===== src/rtl/spdif_pkg.sv =====
// Shared constants and types for the S/PDIF (IEC 60958 consumer) transmitter.
// Optional channel-status feature: define SPDIF_TX_CHSTAT_EN to send CHSTAT on the C bit.
package spdif_pkg;

   // Preamble patterns, first cell in the MSB
   localparam logic [7:0] PRE_B = 8'b1110_1000;   // left subframe, frame 0
   localparam logic [7:0] PRE_M = 8'b1110_0010;   // left subframe, other frames
   localparam logic [7:0] PRE_W = 8'b1110_0100;   // right subframe

   // Slot positions of the trailing status bits
   localparam int SLOT_V = 28;
   localparam int SLOT_U = 29;
   localparam int SLOT_C = 30;
   localparam int SLOT_P = 31;

   localparam int FRAMES_PER_BLOCK   = 192;
   localparam int CELLS_PER_SUBFRAME = 64;

   typedef enum logic {
      ST_IDLE = 1'b0,
      ST_RUN  = 1'b1
   } state_t;

endpackage


===== src/rtl/spdif_encoder_if.sv =====
// Sample-side handshake and serial-output bundle of the S/PDIF transmitter.
// The master side supplies samples and enable; the slave side is the encoder.
interface spdif_encoder_if;

   logic        enable;
   logic [23:0] sample_l;
   logic [23:0] sample_r;
   logic        sample_valid;
   logic        sample_ready;
   logic        tx_out;
   logic        block_start;
   logic        underrun;

   modport master (
      output enable, sample_l, sample_r, sample_valid,
      input  sample_ready, tx_out, block_start, underrun
   );

   modport slave (
      input  enable, sample_l, sample_r, sample_valid,
      output sample_ready, tx_out, block_start, underrun
   );

endinterface


===== src/rtl/spdif_bmc_cell.sv =====
// One-cell biphase-mark step: computes the line level of the next half-bit cell.
// Preamble cells are the pattern bit relative to the level that ended the previous
// subframe; data cells toggle at slot start and again mid-slot for a 1.
module spdif_bmc_cell
   import spdif_pkg::*;
(
   input  logic bit_i,     // slot bit (only used on the second cell of a slot)
   input  logic phase_i,   // 0 = first cell of slot, 1 = second cell
   input  logic pre_i,     // cell belongs to the preamble
   input  logic pat_i,     // preamble pattern bit for this cell
   input  logic prev_i,    // reference level (previous cell, or subframe-end level for preambles)
   output logic lvl_o
);

   // Select the BMC rule for this cell
   always_comb begin
      lvl_o = prev_i;
      if (pre_i)
         lvl_o = pat_i ^ prev_i;
      else if (!phase_i)
         lvl_o = ~prev_i;
      else
         lvl_o = prev_i ^ bit_i;
   end

endmodule


===== src/rtl/spdif_encoder.sv =====
// S/PDIF consumer transmitter: serialises 24-bit stereo pairs into a BMC stream with
// B/M/W preambles, V/U/C/P bits and 192-frame blocks.
// Optional feature macro: SPDIF_TX_CHSTAT_EN (C bit taken from CHSTAT in frames 0..31).
module spdif_encoder
   import spdif_pkg::*;
#(
   parameter int          CELL_DIV = 8,
   parameter logic [31:0] CHSTAT   = 32'h0000_0004
) (
   input  logic           clk_in,
   input  logic           resetb,
   spdif_encoder_if.slave bus
);

   localparam int DW = (CELL_DIV > 1) ? $clog2(CELL_DIV) : 1;

   state_t        state_q;
   logic [DW-1:0] div_cnt_q;
   logic [5:0]    cell_q;
   logic          sub_q;
   logic [7:0]    frame_q;
   logic          tx_q;        // line level register
   logic          pre_lvl_q;   // level that ended the previous subframe
   logic          par_q;
   logic [23:0]   smp_l_q;
   logic [23:0]   smp_r_q;
   logic          v_q;
   logic          ready_q;
   logic          bstart_q;

   logic          tick, frame_end, start, advance;
   logic [5:0]    cell_d;
   logic          sub_d;
   logic [7:0]    frame_d;
   logic [4:0]    slot_d;
   logic [4:0]    data_idx;
   logic [23:0]   data_sel;
   logic [7:0]    pre_pat;
   logic          is_pre, pat_bit, c_bit, slot_bit, lvl_prev, par_d, lvl_d;

   // Position and inputs of the cell that the next level update will emit
   always_comb begin
      tick      = (state_q == ST_RUN) && (div_cnt_q == DW'(CELL_DIV - 1));
      frame_end = tick && (cell_q == 6'(CELLS_PER_SUBFRAME - 1)) && sub_q;
      start     = (state_q == ST_IDLE) && bus.enable;
      advance   = start || (tick && !(frame_end && !bus.enable));

      cell_d  = cell_q + 6'd1;
      sub_d   = sub_q;
      frame_d = frame_q;
      if (start) begin
         cell_d  = 6'd0;
         sub_d   = 1'b0;
         frame_d = 8'd0;
      end else if (cell_q == 6'(CELLS_PER_SUBFRAME - 1)) begin
         sub_d = ~sub_q;
         if (sub_q)
            frame_d = (frame_q == 8'(FRAMES_PER_BLOCK - 1)) ? 8'd0 : frame_q + 8'd1;
      end

      slot_d   = cell_d[5:1];
      is_pre   = (cell_d[5:3] == 3'd0);
      data_idx = slot_d - 5'd4;
      data_sel = sub_d ? smp_r_q : smp_l_q;
      pre_pat  = sub_d ? PRE_W : ((frame_d == 8'd0) ? PRE_B : PRE_M);
      pat_bit  = pre_pat[3'd7 - cell_d[2:0]];

`ifdef SPDIF_TX_CHSTAT_EN
      c_bit = (frame_d < 8'd32) ? CHSTAT[frame_d[4:0]] : 1'b0;
`else
      // Channel status disabled: C is always 0 (CHSTAT referenced only to keep it bound)
      c_bit = CHSTAT[0] & 1'b0;
`endif

      if (slot_d == 5'(SLOT_P))
         slot_bit = par_q;
      else if (slot_d == 5'(SLOT_C))
         slot_bit = c_bit;
      else if (slot_d == 5'(SLOT_U))
         slot_bit = 1'b0;
      else if (slot_d == 5'(SLOT_V))
         slot_bit = v_q;
      else
         slot_bit = data_sel[data_idx];

      // Preambles reference the level at the end of the previous subframe
      lvl_prev = tx_q;
      if (is_pre && (cell_d != 6'd0))
         lvl_prev = pre_lvl_q;

      // Serial even parity over slots 4..30, folded in on each slot's second cell
      par_d = par_q;
      if (cell_d == 6'd0)
         par_d = 1'b0;
      else if (cell_d[0] && !is_pre && (slot_d != 5'(SLOT_P)))
         par_d = par_q ^ slot_bit;
   end

   spdif_bmc_cell u_bmc (
      .bit_i   (slot_bit),
      .phase_i (cell_d[0]),
      .pre_i   (is_pre),
      .pat_i   (pat_bit),
      .prev_i  (lvl_prev),
      .lvl_o   (lvl_d)
   );

   // Control FSM, counters, sample latch and registered line output
   always_ff @(posedge clk_in or negedge resetb) begin
      if (!resetb) begin
         state_q   <= ST_IDLE;
         div_cnt_q <= '0;
         cell_q    <= 6'd0;
         sub_q     <= 1'b0;
         frame_q   <= 8'd0;
         tx_q      <= 1'b0;
         pre_lvl_q <= 1'b0;
         par_q     <= 1'b0;
         smp_l_q   <= 24'd0;
         smp_r_q   <= 24'd0;
         v_q       <= 1'b0;
         ready_q   <= 1'b0;
         bstart_q  <= 1'b0;
      end else begin
         ready_q  <= 1'b0;
         bstart_q <= 1'b0;

         // Accept (or substitute silence for) the pair in the first cycle of the frame
         if (ready_q) begin
            smp_l_q <= bus.sample_valid ? bus.sample_l : 24'd0;
            smp_r_q <= bus.sample_valid ? bus.sample_r : 24'd0;
            v_q     <= ~bus.sample_valid;
         end

         if (state_q == ST_RUN)
            div_cnt_q <= tick ? '0 : div_cnt_q + DW'(1);

         if (frame_end && !bus.enable) begin
            state_q <= ST_IDLE;
            tx_q    <= 1'b0;
            frame_q <= 8'd0;
            cell_q  <= 6'd0;
            sub_q   <= 1'b0;
         end else if (advance) begin
            state_q <= ST_RUN;
            cell_q  <= cell_d;
            sub_q   <= sub_d;
            frame_q <= frame_d;
            tx_q    <= lvl_d;
            par_q   <= par_d;
            if (cell_d == 6'd0)
               pre_lvl_q <= tx_q;
            if ((cell_d == 6'd0) && !sub_d) begin
               ready_q  <= 1'b1;
               bstart_q <= (frame_d == 8'd0);
            end
         end
      end
   end

   assign bus.tx_out       = tx_q;
   assign bus.sample_ready = ready_q;
   assign bus.block_start  = bstart_q;
   // Must coincide with the accept cycle, so it is decoded from the live valid input
   assign bus.underrun     = ready_q & ~bus.sample_valid;

endmodule


===== src/flat_wrapper.sv =====
// flat-port wrapper written by rule: the top's interface ports become plain ports
module spdif_encoder_flat import spdif_pkg::*;
#(
   parameter int          CELL_DIV = 8,
   parameter logic [31:0] CHSTAT   = 32'h0000_0004
)
  (clk_in, resetb, bus_enable, bus_sample_l, bus_sample_r, bus_sample_valid, bus_sample_ready, bus_tx_out, bus_block_start, bus_underrun);
  spdif_encoder_if bus_i ();
  input  logic clk_in;
  input  logic resetb;
  input wire logic [$bits(bus_i.enable)-1:0] bus_enable;
  input wire logic [$bits(bus_i.sample_l)-1:0] bus_sample_l;
  input wire logic [$bits(bus_i.sample_r)-1:0] bus_sample_r;
  input wire logic [$bits(bus_i.sample_valid)-1:0] bus_sample_valid;
  output wire logic [$bits(bus_i.sample_ready)-1:0] bus_sample_ready;
  output wire logic [$bits(bus_i.tx_out)-1:0] bus_tx_out;
  output wire logic [$bits(bus_i.block_start)-1:0] bus_block_start;
  output wire logic [$bits(bus_i.underrun)-1:0] bus_underrun;
  assign bus_i.enable = bus_enable;
  assign bus_i.sample_l = bus_sample_l;
  assign bus_i.sample_r = bus_sample_r;
  assign bus_i.sample_valid = bus_sample_valid;
  assign bus_sample_ready = bus_i.sample_ready;
  assign bus_tx_out = bus_i.tx_out;
  assign bus_block_start = bus_i.block_start;
  assign bus_underrun = bus_i.underrun;
  spdif_encoder #(.CELL_DIV(CELL_DIV), .CHSTAT(CHSTAT)) u_core (.clk_in(clk_in), .resetb(resetb), .bus(bus_i));
endmodule

===== config.mk =====
export PLATFORM = sky130hd
export DESIGN_NAME = spdif_encoder_flat
export DESIGN_NICKNAME = d
export VERILOG_FILES = /design/src/rtl/spdif_pkg.sv /design/src/rtl/spdif_encoder_if.sv /design/src/rtl/spdif_bmc_cell.sv /design/src/rtl/spdif_encoder.sv /design/src/flat_wrapper.sv
export SDC_FILE = /design/constraint.sdc
export NUM_CORES = 1
export LEC_CHECK = 0
export BUFFER_PORTS_ARGS = -buffer_cell sky130_fd_sc_hd__buf_2
export CAP_MARGIN = 40
export CORE_UTILIZATION = 50
export CTS_BUF_LIST = sky130_fd_sc_hd__clkbuf_8
export CTS_CLUSTER_DIAMETER = 30
export DETAILED_ROUTE_END_ITERATION = 12
export GPL_ROUTABILITY_DRIVEN = 0
export PLACE_DENSITY = 0.71
export SLEW_MARGIN = 20
export SYNTH_ARGS = -nofsm -noshare
export SYNTH_HDL_FRONTEND = slang
export SYNTH_SLANG_ARGS = --single-unit

===== constraint.sdc =====
create_clock -name clk_in -period 3.2 [get_ports clk_in]
set_clock_uncertainty 0.05 [all_clocks]
set_input_delay 0.64 -clock clk_in [delete_from_list [all_inputs] [get_ports clk_in]]
set_output_delay 0.64 -clock clk_in [all_outputs]
set_load 0.01 [all_outputs]

## After elaboration in Yosys (flattened, before gate mapping)

Index checks and enable logic that the tools add are counted.
Widths: inputs -> output; s select.

| operators by class | value |
|---|---|
| equality and inequality tests | 8 |
| $add $sub $neg | 5 |
| reduce and logical (&&, ||, !) cells | 23 |
| muxes and demuxes | 42 |
| order comparisons | 2 |
| bitwise operators | 9 |

Operator list:

| operator | count |
|---|---|
| $mux 24 | 3 |
| $mux 8 | 7 |
| $mux 1 | 25 |
| $eq 5x5->1 const B | 4 |
| $mux 6 | 3 |
| $logic_and 1x1->1 | 10 |
| $add 8x1->8 const B | 1 |
| $eq 8x8->1 const B | 1 |
| $logic_not 8->1 | 1 |
| $add 6x1->6 const B | 1 |
| $eq 6x6->1 const B | 1 |
| $logic_not 6->1 | 1 |
| $lt 5x6->1 const B | 1 |
| $reduce_and 3->1 | 2 |
| $reduce_bool 6->1 | 1 |
| $bmux 1 s5 | 1 |
| $ne 5x5->1 const B | 1 |
| $not 1->1 | 5 |
| $sub 5x3->5 const B | 1 |
| $logic_not 1->1 | 4 |
| $lt 3x4->1 const B | 1 |
| $mux 4 | 1 |
| $reduce_bool 2->1 | 2 |
| $add 3x1->3 const B | 1 |
| 8 further kinds | 10 |

| word-level totals | value |
|---|---|
| input port bits | 52 |
| logic and storage cells | 102 |
| register bits after elaboration | 73 |
| output and inout bits | 4 |

## Longest topological paths before layout

Gate-level depths: netlist (run 1).

| logic depth | value |
|---|---|
| depth after elaboration | 15 |
| mapped depth | 15 |
| mapped depth without buffers | 14 |

## Cells and area by module

A second synthesis (run 1) with hierarchy kept.

| second synthesis, totals | value |
|---|---|
| cell total of the unflattened synthesis | 491 |
| area, all modules | 4,252.8 um^2 |

Modules (own cells, without submodules):

| module | sequential area each (um^2) | cells each | area an instance (um^2) | times used |
|---|---|---|---|---|
| spdif_encoder | 1,826.8 | 487 | 4,219.0 | 1 |
| spdif_bmc_cell | 0.0 | 4 | 33.8 | 1 |

## Worst setup path after synthesis (run 1)

No wires, ideal clock.

| timing path | value |
|---|---|
| path kind | input to register |
| start | input port bus_enable |
| end | register u_core.tx_q (netlist: u_core.bus.tx_out) |
| slack | 0.139 ns |
| data required time | 3.024 ns |
| stages on the path | 13 |
| arrival time | 2.885 ns |
| buffers on the path | 1 |
| library setup time | 0.126 ns |
| path through | nor2b_1 -> clkbuf_1 -> nor2_1 -> inv_1 -> ha_1 -> ha_1 -> nand2b_1 -> a311oi_1 -> nand4_1 -> o41ai_2 -> o21ai_1 -> a221oi_1 -> nand2_1 |

| between the ends | value |
|---|---|
| longest elaborated chain between the ends | 14 |
| elaborated cells on any way between the ends | 39 |
| classes of those cells | add/sub (2); eq/ne (4); mux (19); bitwise (3); reduce/logical (11) |

RTL lines:

| element | line | source |
|---|---|---|
| start, declared | flat_wrapper.sv:11 | `input wire logic [$bits(bus_i.enable)-1:0] bus_enable;` |
| $logic_and 1x1->1 | spdif_encoder.sv:45 | `start = (state_q == ST_IDLE) && bus.enable;` |
| $mux 6 / $mux 1 (equally long branches) | spdif_encoder.sv:51 | `if (start) begin` |
| $sub 5x3->5 / $mux 24 (equally long branches) | spdif_encoder.sv:63, spdif_encoder.sv:64 |  |
| $bmux 1 s5 | spdif_encoder.sv:84 | `slot_bit = data_sel[data_idx];` |
| $mux 1 (implied by the code) | spdif_encoder.sv:84 |  |
| $mux 1 | spdif_encoder.sv:81 | `else if (slot_d == 5'(SLOT_V))` |
| $mux 1 | spdif_encoder.sv:79 | `else if (slot_d == 5'(SLOT_U))` |
| $mux 1 | spdif_encoder.sv:77 | `else if (slot_d == 5'(SLOT_C))` |
| $mux 1 | spdif_encoder.sv:75 | `if (slot_d == 5'(SLOT_P))` |
| $xor 1x1->1 | spdif_bmc_cell.sv:23 | `lvl_o = prev_i ^ bit_i;` |
| $mux 1 | spdif_bmc_cell.sv:20 | `else if (!phase_i)` |
| $mux 1 | spdif_bmc_cell.sv:18 | `if (pre_i)` |
| $mux 1 | spdif_encoder.sv:144 | `end else if (advance) begin` |
| $mux 1 | spdif_encoder.sv:138 | `if (frame_end && !bus.enable) begin` |
| end signal, assigned | spdif_encoder.sv:149 | `tx_q <= lvl_d;` |
| end, declared | spdif_encoder.sv:22 | `logic tx_q;` |

Parallel ways exist; a longest one is shown, timed or not. The select of a mux whose other input is x is not followed.
A chain may end at the register's enable or synchronous reset.

## Final worst setup path (run 1)

| timing path | value |
|---|---|
| start | register u_core.cell_q[0] |
| end | register u_core.tx_q (netlist: u_core.bus.tx_out) |

| between the ends | value |
|---|---|
| longest elaborated chain between the ends | 15 |
| elaborated cells on any way between the ends | 43 |
| classes of those cells | add/sub (3); eq/ne (5); mux (21); bitwise (3); reduce/logical (11) |

RTL lines:

| element | line | source |
|---|---|---|
| start, declared | spdif_encoder.sv:19 | `logic [5:0] cell_q;` |
| start signal, assigned | spdif_encoder.sv:146 | `cell_q <= cell_d;` |
| parallel branches: the longest is 15 deep, another holds $add 6x1->6 | -- |  |

Several ways; the timed one is not identified. The select of a mux whose other input is x is not followed.

==> impl_metrics.py, run 1 <==
metrics = {
    "yosys": {
        "async_reset_ff_frac": 1.00,
        "ys_seq_area_frac": 0.444,
        "syn_inst": 486,
        "synth_fp_nets": 545,
        "yosys_warnings": 0,
        "synthDistinctLibCells": 56,
        "ys_ff_latch": 73,
        "ys.flop_type": "dfrtp_1",
        "avgSynthCellArea_um2": 8.46,
        "synth_enable_flop_cells": 0,
        "synth_area_mm2": 0.00411,
    },
    "final_layout": {
        "fillers": 726,
        "drive_gt1_frac": 0.185,
        "seq_area_mm2": 0.00183,
        "multiInputGateArea_mm2": 0.00195,
        "layout-area-overhead-vs-synth_pct": 15.7,
        "diodes": 0,
        "final_nets": 600,
        "stdcell_area_mm2": 0.00476,
        "fin_util": 0.606,
    },
    "detailed_routing": {
        "drc": 0,
        "routed_wirelength_um": 9970,
        "drtIter0Drc": 220,
        "top_layer_used": "met4",
        "met1_length_um": 4500,
        "dr_wl_met3_um": 527,
        "via_count": 3741,
        "met2_length_um": 4700,
        "ant_nets": 0,
        "wire_per_inst_um": 15.4,
        "first_pass_iters": 5,
        "routed_via_density": 5.78,
    },
    "critical_path": {
        "slowest_stage": "dfrtp_1",
        "path_class": "flip-flop to flip-flop",
        "critPathLaunchType": "flip-flop",
        "cpPeakStageDelay_ns": 0.36,
        "critPathTopFamily": "compound AO/OA/AOI/OAI gates",
        "worstPathArrival_ns": 3.16,
        "crit_required_ns": 3.39,
        "worstPathCellList": "buf_4, nand3_1, xnor2_1, nand2_1, ha_1, ha_1, nand2b_1, a311oi_1, nand4_1, o41ai_2, o21ai_1, a221oi_1, nand2_1",
        "worstPathMaxFanout": 10,
        "crit_path_end_kind": "flip-flop",
        "crit_buf_inv": 1,
    },
    "timing": {
        "fin_ws_ns": 0.233,
        "max_freq_mhz": 337,
        "slew_violations": 0,
        "setup_violations": 0,
        "timing.final.crit_share": 0.927,
        "final.setup.tns_ns": 0,
        "worst_slew_pin_slew_ns": 0.694,
        "hold_viol_final": 0,
        "fin_crit_ns": 2.97,
        "rsz0062_at_grt": "false",
        "maxSlewHeadroom": 0.537,
    },
    "cts": {
        "clock-sinks": 73,
        "cts_buffers": 9,
        "clock_path_buffers": 2,
        "clkTransAtPathRegs_ns": 0.08,
        "root_buffer": "clkbuf_8",
        "h-tree-depth": 3,
        "cts_setup_buffers": 0,
        "cts_tree": "done",
        "clock_latency_ns": 0.35,
    },
    "floorplan": {
        "fp-row-count": 32,
        "design.core.area_mm2": 0.00785,
        "start_util": 0.524,
        "dieArea_mm2": 0.00859,
        "die-height_um": 92.7,
        "die_w_um": 92.7,
        "ioPinCount": 56,
    },
    "place": {
        "placed_area_mm2": 0.00457,
        "numPortBuffers": 55,
        "place_hpwl_um": 7260,
        "pre_cts_ws_ns": 0.149,
    },
    "global_route": {
        "grt-ovfl-total": 0,
        "grt_usage": 0.256,
        "grt_max_degree": 88,
        "antenna_found_initial": 0,
        "grt_pass1_vias": 3721,
        "grt_pass1_wl_um": 17300,
    },
    "outcome": {
        "status": "completed",
    },
    "pwr": {
        "total_power_mw": 3.72,
        "power_density_mw_per_mm2": 782,
        "leakage_nw": 2.16,
        "ir_worst_vdd_mv": 0.395,
    },
    "hold_path": {
        "hold_class": "primary input to asynchronous set/reset pin",
    },
    "run": {
        "drv_cap": 0,
    },
}
-- registers in the layout (all words and copies together), names as in the netlist, 3 cells and up --
register / flops
u_core.smp_l_q: 24
u_core.div_cnt_q: 3
u_core.smp_r_q: 24
u_core.frame_q: 8
u_core.cell_q: 6
-- power by group --
part	switching [mW]	total [mW]	leakage [nW]	internal (mW)
clock network	0.332	0.669	0.0957	0.337
logic	0.903	1.53	1.17	0.629
registers	0.226	1.52	0.893	1.29
total	1.46	3.72	2.16	2.26
-- kinds of logic after synthesis --
family,synth area share
DFF,0.444
muxes,0.0289
adders and majority gates,0.0213
AOI/OAI and AO/OA,0.209
buffers and inverters,0.0825
and+or+nand+nor,0.195
xor gates and xnor gates,0.0192
-- cell type report --
cell class,instances,area share
Multi-Input combinational cell,324,0.409
Sequential cell,73,0.385
Timing Repair Buffer,76,0.0963
Inverter,57,0.0450
Clock buffer,12,0.0347
Tap cell,102,0.0268
Clock inverter,3,0.00342
-- cells in the final DEF (no fill, tap or decap), types with 4 or more instances in the layout --
cell      Yosys  layout
nor3_1        9       9
buf_4         0      19
dfrtp_1      73      71
mux2i_1       4       4
o21ai_0      78      77
nand4_1      10      10
buf_2         4      55
nand2_1      37      37
a21oi_1       7       7
inv_1        57      58
ha_1          7       7
clkbuf_8      0      12
o211ai_1      7       7
nor2_1       26      26
and3_1        5       5
xor2_1        6       6
nand3_1      59      59
-- per-stage QoR --
stage | cells | hold WS (ns)
after floorplan | 486 | 0.294
after global placement | 631 | 0.446
after detailed placement | 632 | 0.447
after CTS | 647 | 0.142
after global routing | 647 | 0.150
final | 647 | 0.143
-- per-layer routing --
metal	vias up	global-route usage
met5	-	0
met4	0	0.118
met3	18	0.0452
met2	109	0.408
met1	1788	0.340
li1	1826	-
-- path summary, 6_finish.rpt --
check	slack, ns	end	from	depth (start not counted)
worst min register to register	0.46	u_core.pre_lvl_q	u_core.pre_lvl_q	1
worst max-delay path	0.23	u_core.bus.tx_out	u_core.cell_q[0]	13
worst min-delay path	0.14	u_core.smp_l_q[23]	resetb	1
max in group asynchronous	2.45	u_core.smp_r_q[20]	resetb	2
worst max register to register	0.23	u_core.bus.tx_out	u_core.cell_q[0]	13
min in group clk_in	0.44	u_core.smp_l_q[23]	bus_sample_l[23]	3
-- synth_stat cells (all sizes together) (6+ instances only) --
master / n / area share
o21ai: 79 / 0.096
dfrtp: 73 / 0.44
nand3: 60 / 0.076
inv: 57 / 0.052
nand2: 37 / 0.034
clkbuf: 27 / 0.025
nor2: 26 / 0.024
nand4: 10 / 0.015
nor3: 9 / 0.011
a21oi: 8 / 0.012
ha: 7 / 0.021
o211ai: 7 / 0.013
xor2: 6 / 0.013
-- repair_timing --
action	in CTS	in global routing
hold endpoints to repair	0	0
hold buffers	0	0
gates resized for setup	0	2
setup endpoints to repair	0	2
Note: power is estimated with default switching activity, not from simulation.
==> run 2: changes to the inputs <==
==> constraint.sdc (replaced) <==
create_clock -name clk_in -period 3.2 [get_ports clk_in]
set_clock_uncertainty 0.05 [all_clocks]
set_input_delay 0.32 -clock clk_in [delete_from_list [all_inputs] [get_ports clk_in]]
set_output_delay 0.32 -clock clk_in [all_outputs]
set_load 0.01 [all_outputs]
==> run 2 against run 1 <==
First-iteration DRC count is 19% higher. Register-to-register slack got worse by 0.04 ns. Sequential cell count did not move. Critical path type unchanged. Largest cell class unchanged. Utilization grew 0.30 points. Cell area increased by 0.50%. Worst hold slack lost 0.018 ns. Highest routed layer unchanged. Fmax down 1.3%. Cell count unchanged. Combinational power grew 3%. Global-route usage shrank 0.44 points. Die area is the same.
==> impl_metrics.py, run 2 (synthesis gave the netlist of run 1 again) <==
metrics = {
    "final_layout": {
        "diodes": 0,
        "final_nets": 599,
        "top_regs": "u_core.smp_l_q: 24 flops, u_core.smp_r_q: 24 flops, u_core.frame_q: 8 flops",
        "most-common-layout-cells": "o21ai_0, dfrtp_1, nand3_1, inv_1, buf_2",
        "layout-area-overhead-vs-synth_pct": 16.3,
        "drive_gt1_frac": 0.185,
        "fin_util": 0.609,
        "layoutNonFillerInstCount": 647,
        "multiInputGateArea_mm2": 0.00195,
        "final_common_cell": "o21ai_0",
        "fillers": 715,
        "seq_area_mm2": 0.00183,
    },
    "cts": {
        "clock_path_buffers": 2,
        "cts_setup_buffers": 0,
        "cts_tree": "done",
        "cts_buffers": 9,
        "clock-sinks": 73,
        "h-tree-depth": 3,
        "clock_latency_ns": 0.36,
        "clkTransAtPathRegs_ns": 0.08,
        "root_buffer": "clkbuf_8",
    },
    "critical_path": {
        "cpPeakStageDelay_ns": 0.40,
        "crit_required_ns": 3.39,
        "worstReg2RegStart": "u_core.cell_q[1]",
        "path_class": "flip-flop to flip-flop",
        "rrSetupSlack_ns": 0.19,
        "crit_path_end_kind": "flip-flop",
        "crit_path_frequent_cell": "ha_1",
        "worstPathCellList": "ha_1, nand3_1, xor2_1, nor2_1, inv_1, ha_1, ha_1, nand2b_1, a311oi_1, nand4_1, o41ai_2, o21ai_1, a221oi_2, nand2_1",
        "slowest_stage": "dfrtp_1",
        "crit_path_start": "u_core.cell_q[1]",
        "worstPathMaxFanout": 4,
        "worstPathArrival_ns": 3.20,
        "critPathLaunchType": "flip-flop",
    },
    "timing": {
        "timing.final.crit_share": 0.940,
        "final.setup.tns_ns": 0,
        "setup_violations": 0,
        "fin_crit_ns": 3.01,
        "hold_viol_final": 0,
        "maxSlewHeadroom": 0.536,
        "rsz0062_at_grt": "false",
        "max_freq_mhz": 333,
        "worst_slew_pin_slew_ns": 0.690,
        "slew_violations": 0,
    },
    "pwr": {
        "ir_worst_vdd_mv": 0.381,
        "power_density_mw_per_mm2": 805,
        "total_power_mw": 3.85,
        "leakage_nw": 2.15,
    },
    "run": {
        "drv_cap": 0,
    },
    "detailed_routing": {
        "first_pass_iters": 5,
        "drc": 0,
        "drtIter0Drc": 262,
        "routed_wirelength_um": 9970,
        "ant_nets": 0,
        "via_count": 3740,
        "wire_per_inst_um": 15.4,
        "routed_via_density": 5.78,
    },
    "global_route": {
        "grt_usage": 0.252,
        "grt-ovfl-total": 0,
        "grt_pass1_wl_um": 17000,
        "grt_max_degree": 45,
        "antenna_found_initial": 0,
        "grt_pass1_vias": 3579,
    },
    "hold_path": {
        "min_from": "bus_sample_l[18]",
        "hold_class": "primary input to flip-flop",
    },
    "floorplan": {
        "start_util": 0.524,
        "design.core.area_mm2": 0.00785,
        "fp-row-count": 32,
        "dieArea_mm2": 0.00859,
        "die_w_um": 92.7,
        "die-height_um": 92.7,
        "ioPinCount": 56,
    },
    "place": {
        "place_hpwl_um": 7200,
        "numPlacedInstances": 630,
        "numPortBuffers": 55,
    },
    "outcome": {
        "status": "completed",
    },
}
[run 2: stage by stage]
stage | hold slack [ns] | worst slack (ns) | instance area (um^2)
5_1_grt | 0.137 | 0.0437 | 4780
4_1_cts | 0.116 | 0.165 | 4770
3_5_place_dp | 0.338 | 0.185 | 4560
3_3_place_gp | 0.333 | 0.345 | 4560
6_report | 0.125 | 0.193 | 4780
2_1_floorplan | -0.0256 | 0.307 | 4110
[run 2: metal layers]
metal | share of wire | wire [um] | track usage | up-vias
li1 | - | - | - | 1824
met1 | 0.46 | 4550 | 0.339 | 1775
met2 | 0.47 | 4660 | 0.400 | 111
met3 | 0.047 | 464 | 0.0378 | 30
met4 | 0.030 | 297 | 0.118 | 0
met5 | 0 | 0 | 0 | -
[run 2: cell type report]
type | count | share of cell area
Multi-Input combinational cell | 324 | 0.408
Inverter | 57 | 0.0448
Clock buffer | 10 | 0.0288
Clock inverter | 6 | 0.0139
Tap cell | 102 | 0.0267
Sequential cell | 73 | 0.383
Timing Repair Buffer | 75 | 0.0948
[run 2: timing repair]
item | 4_1_cts | 5_1_grt
hold buffers | 1 | 0
endpoints found under the setup margin | 0 | 2
resized for setup | 0 | 3
endpoints found under the hold margin | 26 | 0
[run 2: final timing paths]
check | endpoint | depth (start not counted)
worst max-delay path | u_core.bus.tx_out | 14
worst min-delay path | u_core.smp_l_q[18] | 3
worst max register to register | u_core.bus.tx_out | 14
worst min register to register | u_core.pre_lvl_q | 1
max in group asynchronous | u_core.smp_l_q[6] | 3
min in group asynchronous | u_core.state_q | 2
[run 2: report_power, final]
part | total, mW | internal (mW) | switching [mW] | leakage [nW]
logic | 1.57 | 0.664 | 0.903 | 1.16
registers | 1.52 | 1.29 | 0.232 | 0.893
clock network | 0.756 | 0.384 | 0.372 | 0.101
total | 3.85 | 2.34 | 1.51 | 2.15
[run 2: critical path, delay by kind of cell (launching register included)]
kind            cells  cell delay (ns)
compound gates      4             0.81
xor+xnor            1             0.17
fa+ha+maj           3             0.73
buf+inv             1             0.08
flops               1             0.40
simple gates        5             0.67
==> run 3: changes to the inputs <==
Settings changed: CELL_PAD_IN_SITES_DETAIL_PLACEMENT set to 2, CELL_PAD_IN_SITES_GLOBAL_PLACEMENT set to 2, CORE_UTILIZATION 50 to 36, PLACE_DENSITY 0.71 to not set, PLACE_DENSITY_LB_ADDON set to 0.1.
==> run 3 against run 2 <==
Routed wire length is 32% higher. Sequential share of layout area down 0.40 points. First-iteration DRC count fell by 40%. Register-to-register slack better by 0.02 ns. Non-clock buffer count grew 3. Clock power is 3.6% lower. Setup slack improved by 0.017 ns. Cell count rose by 6.2%. Die area grew 38%. Via count rose by 2.2%. Worst hold slack lost 0.015 ns.
==> impl_metrics.py, run 3 (synthesis gave the netlist of run 1 again) <==
metrics = {
    "timing": {
        "timing.final.crit_share": 0.934,
        "slew_violations": 0,
        "setup_violations": 0,
        "maxSlewHeadroom": 0.525,
        "max_freq_mhz": 335,
        "fin_ws_ns": 0.211,
        "rsz0062_at_grt": "false",
        "final.setup.tns_ns": 0,
        "fin_crit_ns": 2.99,
        "hold_viol_final": 0,
        "worst_slew_pin_slew_ns": 0.712,
    },
    "global_route": {
        "grt_pass1_wl_um": 22000,
        "grt_max_degree": 73,
        "grt_pass1_vias": 4234,
        "grt_usage": 0.243,
        "grt-ovfl-total": 0,
        "antenna_found_initial": 0,
    },
    "final_layout": {
        "final_common_cell": "o21ai_0",
        "fillers": 1246,
        "top_regs": "u_core.smp_l_q: 24 flops, u_core.smp_r_q: 24 flops, u_core.frame_q: 8 flops",
        "final_nets": 602,
        "most-common-layout-cells": "o21ai_0, dfrtp_1, nand3_1, inv_1, buf_2",
        "diodes": 0,
        "drive_gt1_frac": 0.197,
        "layout-area-overhead-vs-synth_pct": 17.6,
        "fin_util": 0.440,
    },
    "cts": {
        "clock_latency_ns": 0.37,
        "clock-sinks": 73,
        "clock_path_buffers": 2,
        "root_buffer": "clkbuf_8",
        "clkTransAtPathRegs_ns": 0.08,
        "cts_buffers": 9,
        "cts_tree": "done",
        "h-tree-depth": 3,
    },
    "place": {
        "pre_cts_ws_ns": 0.0506,
        "place_hpwl_um": 9510,
        "numPortBuffers": 55,
    },
    "detailed_routing": {
        "drc": 0,
        "top_layer_used": "met4",
        "drtIter0Drc": 158,
        "dr_wl_met3_um": 304,
        "routed_via_density": 5.57,
        "first_pass_iters": 4,
        "met2_length_um": 6540,
        "met1_length_um": 6130,
        "via_count": 3824,
        "routed_wirelength_um": 13100,
        "wire_per_inst_um": 19.1,
        "ant_nets": 0,
    },
    "outcome": {
        "status": "completed",
    },
    "floorplan": {
        "design.core.area_mm2": 0.0110,
        "die-height_um": 109,
        "ioPinCount": 56,
        "dieArea_mm2": 0.0119,
        "start_util": 0.374,
        "die_w_um": 109,
        "fp-row-count": 38,
    },
    "critical_path": {
        "critPathLaunchType": "flip-flop",
        "crit_path_end_kind": "flip-flop",
        "worstPathArrival_ns": 3.20,
        "path_class": "flip-flop to flip-flop",
        "worstPathMaxFanout": 8,
        "crit_required_ns": 3.41,
    },
    "pwr": {
        "leakage_nw": 2.17,
        "power_density_mw_per_mm2": 815,
        "ir_worst_vdd_mv": 0.452,
        "total_power_mw": 3.94,
    },
    "run": {
        "drv_cap": 0,
    },
    "hold_path": {
        "hold_class": "primary input to flip-flop",
    },
}
run 3: critical path, cell delays in order (launching register included):
cell and delay (ns):
dfrtp_1 0.39, ha_1 0.19, buf_4 0.16, nand2_1 0.10
or3_4 0.37, a21oi_4 0.34, mux2i_1 0.13, a221o_1 0.37
o41ai_2 0.26, o21ai_1 0.17, a221oi_1 0.26, nand2_1 0.09
run 3: cell type report:
type	instances	area, um^2	area share
clock buffer	9	124	0.0256
clock inverter	6	60.1	0.0124
inverter	57	214	0.0443
multi-input combinational	324	1960	0.406
sequential	73	1830	0.379
tap	140	175	0.0362
timing repair buffer	78	465	0.0963
run 3: path summary, 6_finish.rpt:
| kind | slack, ns | to | cells after the start | from |
|---|---|---|---|---|
| worst max-delay path | 0.21 | u_core.bus.tx_out | 11 | u_core.cell_q[1] |
| worst min-delay path | 0.11 | u_core.smp_l_q[23] | 3 | bus_sample_l[23] |
| worst max register to register | 0.21 | u_core.bus.tx_out | 11 | u_core.cell_q[1] |
| worst min register to register | 0.48 | u_core.smp_r_q[20] | 2 | u_core.smp_r_q[20] |
| max in group asynchronous | 2.10 | u_core.smp_r_q[8] | 3 | resetb |
| min in group asynchronous | 0.41 | u_core.smp_l_q[23] | 2 | resetb |
run 3: stage by stage:
step                      cell area, um^2  cells  hold slack (ns)
final                                4830    687            0.110
after CTS                            4810    687           0.0981
after floorplan                      4110    486          -0.0256
after global placement               4600    670            0.449
after global routing                 4830    687            0.108
after detailed placement             4620    671            0.273
run 3: per-layer routing:
metal	track usage	vias up
li1	-	1828
met1	0.305	1938
met2	0.422	45
met3	0.0562	13
met4	0.0579	0
met5	0	-
run 3: repair_timing:
item | CTS | global route
setup endpoints to repair | 0 | 2
resized for setup | 0 | 9
endpoints found under the hold margin | 34 | 0
buffers inserted | 0 | 0
hold buffers | 1 | 0
run 3: report_power, final:
| group | leakage [nW] | switching [mW] | internal, mW |
|---|---|---|---|
| registers | 0.891 | 0.248 | 1.29 |
| clock network | 0.0967 | 0.376 | 0.353 |
| logic | 1.18 | 0.988 | 0.678 |
| total | 2.17 | 1.61 | 2.33 |
